`config.mk`:
```
export PLATFORM = sky130hd
export DESIGN_NAME = accu_window_unit
export DESIGN_NICKNAME = d
export VERILOG_FILES = /design/src/rtl/accu_window_unit.sv
export SDC_FILE = /design/constraint.sdc
export NUM_CORES = 2
export LEC_CHECK = 0
export BUFFER_PORTS_ARGS = -buffer_cell sky130_fd_sc_hd__buf_2
export CORE_MARGIN = 2
export CORE_UTILIZATION = 55
export DETAILED_ROUTE_END_ITERATION = 8
export PLACE_DENSITY = 0.73
export SYNTH_ARGS = -nofsm -noshare
export SYNTH_HDL_FRONTEND = slang
export SYNTH_SLANG_ARGS = --single-unit
export TNS_END_PERCENT = 5
```
`constraint.sdc`:
```
create_clock -name clk -period 6.95 [get_ports clk]
set_clock_uncertainty 0.1 [all_clocks]
set_input_delay 0.3475 -clock clk [delete_from_list [all_inputs] [get_ports clk]]
set_output_delay 0.3475 -clock clk [all_outputs]
set_load 0.05 [all_outputs]
```
`src/rtl/accu_window_unit.sv`:
```
// accu_window_unit
//
// Multi-channel windowed accumulator. CH signed sample streams share one
// input strobe and one output handshake. Each accepted sample is added into
// a per-channel sum of width SUM_W = DIN_W + clog2(WIN). That width is wide
// enough that no overflow can occur.
//
//   mode = 0 (block):   sums WIN samples, emits the total, then restarts
//                       from zero. Windows never overlap.
//   mode = 1 (sliding): emits the running sum of the last WIN samples on
//                       every sample, once WIN samples have been seen.
//
// Ports
//   clk        rising-edge clock
//   rst_n      asynchronous active-low reset
//   sync_clr   synchronous clear. It wins over every other input that
//              cycle, and the concurrent sample is dropped.
//   mode       window mode. It is registered internally. A change clears
//              the window state and drops that cycle's sample.
//   in_valid   din carries one sample per channel (no input backpressure)
//   din        packed samples, channel k at [k*DIN_W +: DIN_W]
//   dout       packed sums,    channel k at [k*SUM_W +: SUM_W]
//   out_valid  dout holds an unconsumed result
//   out_ready  downstream accepts dout
//   overrun    sticky: a result was overwritten before it was consumed
//
// Output handshake: a result is consumed on a cycle with out_valid &&
// out_ready. While out_valid is high and out_ready is low, dout is held.
// A new result in that state replaces dout and sets overrun. A result that
// coincides with a take simply replaces the consumed one.

module accu_window_unit #(
    parameter int CH    = 1,
    parameter int DIN_W = 37,
    parameter int WIN   = 50,
    localparam int SUM_W = DIN_W + $clog2(WIN)
) (
    input  logic                  clk,
    input  logic                  rst_n,
    input  logic                  sync_clr,
    input  logic                  mode,
    input  logic                  in_valid,
    input  logic [CH*DIN_W-1:0]   din,
    output logic [CH*SUM_W-1:0]   dout,
    output logic                  out_valid,
    input  logic                  out_ready,
    output logic                  overrun
);

    localparam int CNT_W = $clog2(WIN + 1);
    localparam int PTR_W = $clog2(WIN);
    localparam logic [CNT_W-1:0] CNT_LAST  = CNT_W'(WIN - 1);
    localparam logic [CNT_W-1:0] FILL_FULL = CNT_W'(WIN);
    localparam logic [PTR_W-1:0] PTR_LAST  = PTR_W'(WIN - 1);

    logic             mode_q;
    logic [CNT_W-1:0] cnt;        // block mode: samples in current window
    logic [CNT_W-1:0] fill;       // sliding mode: valid history entries
    logic [PTR_W-1:0] wptr;       // sliding mode: oldest entry / next write
    logic [SUM_W-1:0] acc [CH];   // block accumulator or sliding sum

    // History RAM. It is not reset, because fill masks any stale content.
    logic [DIN_W-1:0] mem [CH][WIN];

    logic             restart;
    logic             accept;
    logic             blk_last;
    logic             win_full;
    logic             produce;
    logic [SUM_W-1:0] acc_next [CH];
    logic [CH*SUM_W-1:0] result;

    assign restart  = sync_clr || (mode != mode_q);
    assign accept   = in_valid && !restart;
    assign blk_last = (cnt == CNT_LAST);
    assign win_full = (fill == FILL_FULL);
    // In sliding mode the first result comes on the sample that takes fill
    // from WIN-1 to WIN, and a result follows on every sample after that.
    assign produce  = accept && (mode_q ? (fill >= CNT_LAST) : blk_last);

    always_comb begin
        logic [DIN_W-1:0] smp;
        logic [DIN_W-1:0] old_raw;
        logic [SUM_W-1:0] smp_ext;
        logic [SUM_W-1:0] old_ext;
        logic [SUM_W-1:0] add_sum;
        logic [SUM_W-1:0] slide_sum;
        smp       = '0;
        old_raw   = '0;
        smp_ext   = '0;
        old_ext   = '0;
        add_sum   = '0;
        slide_sum = '0;
        result    = '0;
        for (int k = 0; k < CH; k++) begin
            acc_next[k] = '0;
        end
        for (int k = 0; k < CH; k++) begin
            smp     = din[k*DIN_W +: DIN_W];
            smp_ext = {{(SUM_W-DIN_W){smp[DIN_W-1]}}, smp};
            old_raw = mem[k][wptr];
            // Until the window has filled, the slot under wptr was never
            // written in this run, so it contributes nothing.
            old_ext = win_full ? {{(SUM_W-DIN_W){old_raw[DIN_W-1]}}, old_raw} : '0;
            add_sum   = acc[k] + smp_ext;
            slide_sum = acc[k] + smp_ext - old_ext;
            if (mode_q) begin
                acc_next[k]                  = slide_sum;
                result[k*SUM_W +: SUM_W]     = slide_sum;
            end else begin
                acc_next[k]                  = blk_last ? '0 : add_sum;
                result[k*SUM_W +: SUM_W]     = add_sum;
            end
        end
    end

    // Window state
    always_ff @(posedge clk or negedge rst_n) begin
        if (!rst_n) begin
            mode_q <= 1'b0;
            cnt    <= '0;
            fill   <= '0;
            wptr   <= '0;
            for (int k = 0; k < CH; k++) acc[k] <= '0;
        end else if (restart) begin
            mode_q <= mode;
            cnt    <= '0;
            fill   <= '0;
            wptr   <= '0;
            for (int k = 0; k < CH; k++) acc[k] <= '0;
        end else if (accept) begin
            for (int k = 0; k < CH; k++) acc[k] <= acc_next[k];
            if (mode_q) begin
                if (!win_full) fill <= fill + CNT_W'(1);
                wptr <= (wptr == PTR_LAST) ? '0 : wptr + PTR_W'(1);
            end else begin
                cnt <= blk_last ? '0 : cnt + CNT_W'(1);
            end
        end
    end

    always_ff @(posedge clk) begin
        if (accept && mode_q) begin
            for (int k = 0; k < CH; k++) mem[k][wptr] <= din[k*DIN_W +: DIN_W];
        end
    end

    // Output register and handshake
    always_ff @(posedge clk or negedge rst_n) begin
        if (!rst_n) begin
            dout      <= '0;
            out_valid <= 1'b0;
            overrun   <= 1'b0;
        end else if (sync_clr) begin
            out_valid <= 1'b0;
            overrun   <= 1'b0;
        end else if (produce) begin
            dout      <= result;
            out_valid <= 1'b1;
            if (out_valid && !out_ready) overrun <= 1'b1;
        end else if (out_valid && out_ready) begin
            out_valid <= 1'b0;
        end
    end

endmodule
```
==> flow_metrics.py <==
metrics = {
    "outcome": {
        "outcome": "finished, violations left",
        "violations": "max-capacitance violations",
    },
    "synth": {
        "synth_cell_type_count": 82,
        "ys_seq_elements": 1957,
        "synthAdderAreaFrac_pct": 1.55,
        "yosys_most_used_dff": "edfxtp_1",
        "synth_fp_nets": 4888,
        "synth_edf_count": 1850,
        "synth_cells": 4751,
        "synthArstFlopShare_pct": 5.47,
        "syn_area_per_cell_um2": 16.1,
        "synth.area.mux_share_pct": 0.776,
        "synth-seq-area-share_pct": 76.0,
        "synth_xor_area_share_pct": 0.949,
        "synth_compound_area_share_pct": 14.9,
        "synth_top_cell_area_share_pct": 72.5,
        "yosysTopAreaCell": "edfxtp_1",
        "yosysWarnings": 0,
        "syn_area_um2": 76600,
        "synth_top_family_by_area": "compound AO/OA/AOI/OAI gates",
        "synthTopCellsByArea": "edfxtp_1 72%, a22oi_1 6.9%, dfrtp_1 3.5%",
        "synthSimpleGateAreaFrac_pct": 4.10,
    },
    "critical_path": {
        "path_common_cell": "buf_4",
        "endpoint_kind": "register",
        "cp_num_buf_inv": 6,
        "critPathMaxFanout": 19,
        "crit_type": "register to register",
        "worstPathRequired_ns": 7.61,
        "r2r_start": "wptr[1]$_DFFE_PN0P_",
        "cp.arrival_ns": 7.15,
        "cp-start-kind": "register",
        "crit_path_cell_trace": "inv_2, nor3b_2, buf_4, buf_12, buf_4, a22oi_1, nand4_1, o211ai_1, a21oi_1, o41ai_1, buf_4, ha_1, a211oi_1, buf_4, o211ai_1, a21o_1, a21o_1, nand4_1, o31a_1, o311ai_1, nand3_1, a2111oi_0, a221o_1",
        "critPathSlowestCell": "o41ai_1",
        "ff2ff_path_depth": 23,
        "crit_start": "wptr[1]$_DFFE_PN0P_",
        "path_depth": 23,
        "critPathMaxStageDelay_ns": 0.96,
        "cp_top_family": "compound AO/OA/AOI/OAI gates",
    },
    "drt": {
        "postRouteAntennaNets": 0,
        "drc": 0,
        "num_vias": 49800,
        "wl_mm": 243,
        "via_per_inst": 7.15,
        "wl_per_cell_um": 34.9,
        "drt_iter0_drc": 8386,
        "drt_first_pass_iters": 6,
    },
    "worst_hold_path": {
        "hold-path-cell-count": 2,
        "min_from": "din[34]",
        "hp-class": "primary input to register",
    },
    "clock_network": {
        "postCtsSetupRepairBufs": 0,
        "insertion_delay_ns": 0.84,
        "cts-htree-levels": 4,
        "cts_root_buffer": "clkbuf_16",
        "clkSlewWorstSetupHoldPaths_ns": 0.06,
        "clock_tree.buffer_depth": 3,
        "cts_tree": "done",
        "clock_sinks": 1957,
        "cts_inserted_buffers": 185,
    },
    "finish": {
        "area_delta_synth_final_pct": 13.9,
        "nets": 5148,
        "multi_input_area_um2": 17500,
        "fillers": 9470,
        "layout_common_cells": "1850 x edfxtp_1, 703 x a22oi_1, 253 x buf_4",
        "mostFrequentLayoutCell": "edfxtp_1",
        "drive_above_1_share_pct": 14.2,
        "regArea_um2": 58200,
    },
    "place": {
        "portBuffers": 87,
        "pre_cts_slack_ns": 0.717,
        "place.gp.congestion": 0.942,
        "place_hpwl_mm": 144,
    },
    "sta": {
        "rsz0062_at_grt": "false",
        "period_minus_slack_ns": 6.49,
        "fin_tns_setup_ns": 0,
        "hold_viol_final": 0,
        "final_max_slew_viol_count": 0,
        "setup_viol": 0,
        "fin_ws_ns": 0.462,
        "maxSlewHeadroom_pct": 1.30,
        "post-route-period-util_pct": 93.3,
        "fmax_mhz": 154,
        "max_slew.worst_pin.slew_ns": 1.48,
    },
    "power_and_ir_drop": {
        "power_leakage_nw": 28.3,
        "powerDensity_nw_per_um2": 284,
        "ir_worst_vdd_mv": 0.234,
    },
    "global_routing": {
        "grt_pass1_wl_mm": 342,
        "antenna_found_initial": 13,
        "grt_pass1_vias": 46900,
        "grt_overflow_total": 0,
        "grt_max_degree": 72,
        "grt_usage_pct": 33.9,
    },
    "die": {
        "ios": 88,
        "fp.dieH_um": 377,
        "die-area_um2": 142000,
        "rows": 136,
        "start_util_pct": 55.6,
        "coreArea_um2": 138000,
        "die_w_um": 377,
    },
    "run": {
        "maxCapViolations": 1,
    },
}
[metal layers]
layer / vias to the layer above / part of all wire [%] / GRT usage, %
met5: - / 0.15 / 1.17
met4: 20 / 5.3 / 15.9
met3: 707 / 15 / 10.3
met2: 4236 / 44 / 50.1
met1: 24800 / 36 / 46.3
li1: 20100 / - / -
[state kept, by name, indices dropped and copies added (netlist names)]
register,flops
acc,43
wptr,6
dout,43
cnt,6
overrun,1
fill,6
mode_q,1
out_valid,1
mem,1850
[path summary, 6_finish.rpt]
path                                              end  slack [ns]
worst max-delay path             dout[42]$_DFFE_PN0P_        0.46
worst min-delay path            mem[0][774]$_DFFE_PP_        0.03
worst max register to register   dout[42]$_DFFE_PN0P_        0.46
worst min register to register   dout[25]$_DFFE_PN0P_        0.38
max in group asynchronous         wptr[0]$_DFFE_PN0P_        5.08
min in group asynchronous        dout[24]$_DFFE_PN0P_        0.57
[per-stage QoR]
step	instances	hold slack (ns)	total power [mW]	area (um2)	util, %
2_1_floorplan	4751	-0.0481	14.1	76600	-
3_3_place_gp	6606	0.288	14.8	81000	58.8
3_5_place_dp	6606	0.292	14.8	81000	58.8
4_1_cts	6961	0.00916	24.8	87200	63.3
5_1_grt	6961	0.0266	25.4	87200	63.3
6_report	6969	0.0338	24.8	87300	63.3
[power breakdown]
| part | internal [mW] | total [mW] | switching (mW) |
|---|---|---|---|
| Clock | 5.73 | 10.2 | 4.43 |
| Sequential | 12.9 | 13.0 | 0.0237 |
| Combinational | 0.533 | 1.68 | 1.14 |
| Total | 19.2 | 24.8 | 5.59 |
[synthesized netlist by cell type (all sizes together), types with 36 or more instances]
library cell and number:
edfxtp 1850, a22oi 703, nor2 196, nand2 174
a21oi 170, clkbuf 159, o21ai 155, buf 147
nand4 144, dfrtp 107, a221oi 104, a22o 102
ha 92, a31oi 66, a21o 46, a41oi 44
xor2 44, o211ai 42, xnor2 39, mux2i 38
nand3 36
[cell families (layout without fill, tap and decap cells)]
family,after synthesis,in the layout
xor+xnor,83,83
flops,1957,1957
other cells,0,8
buf+inv,340,756
mux,54,54
fa+ha+maj,94,94
simple gates,655,655
compound gates,1568,1568
[final cells by class]
type	instances	share of cell area, %
flip-flops and latches	1957	66.7
multi-input cells	2454	20.1
clock buffers	226	5.49
repair buffers	379	3.47
well taps	1794	2.57
clock inverters	117	1.47
inverters	34	0.146
diodes	8	0.0229
[timing repair]
action | 4_1_cts | 5_1_grt
hold buffers | 12 | 0
hold endpoints to repair | 69 | 0
resized for setup | 0 | 0
Note: power is estimated with default switching activity, not from simulation.
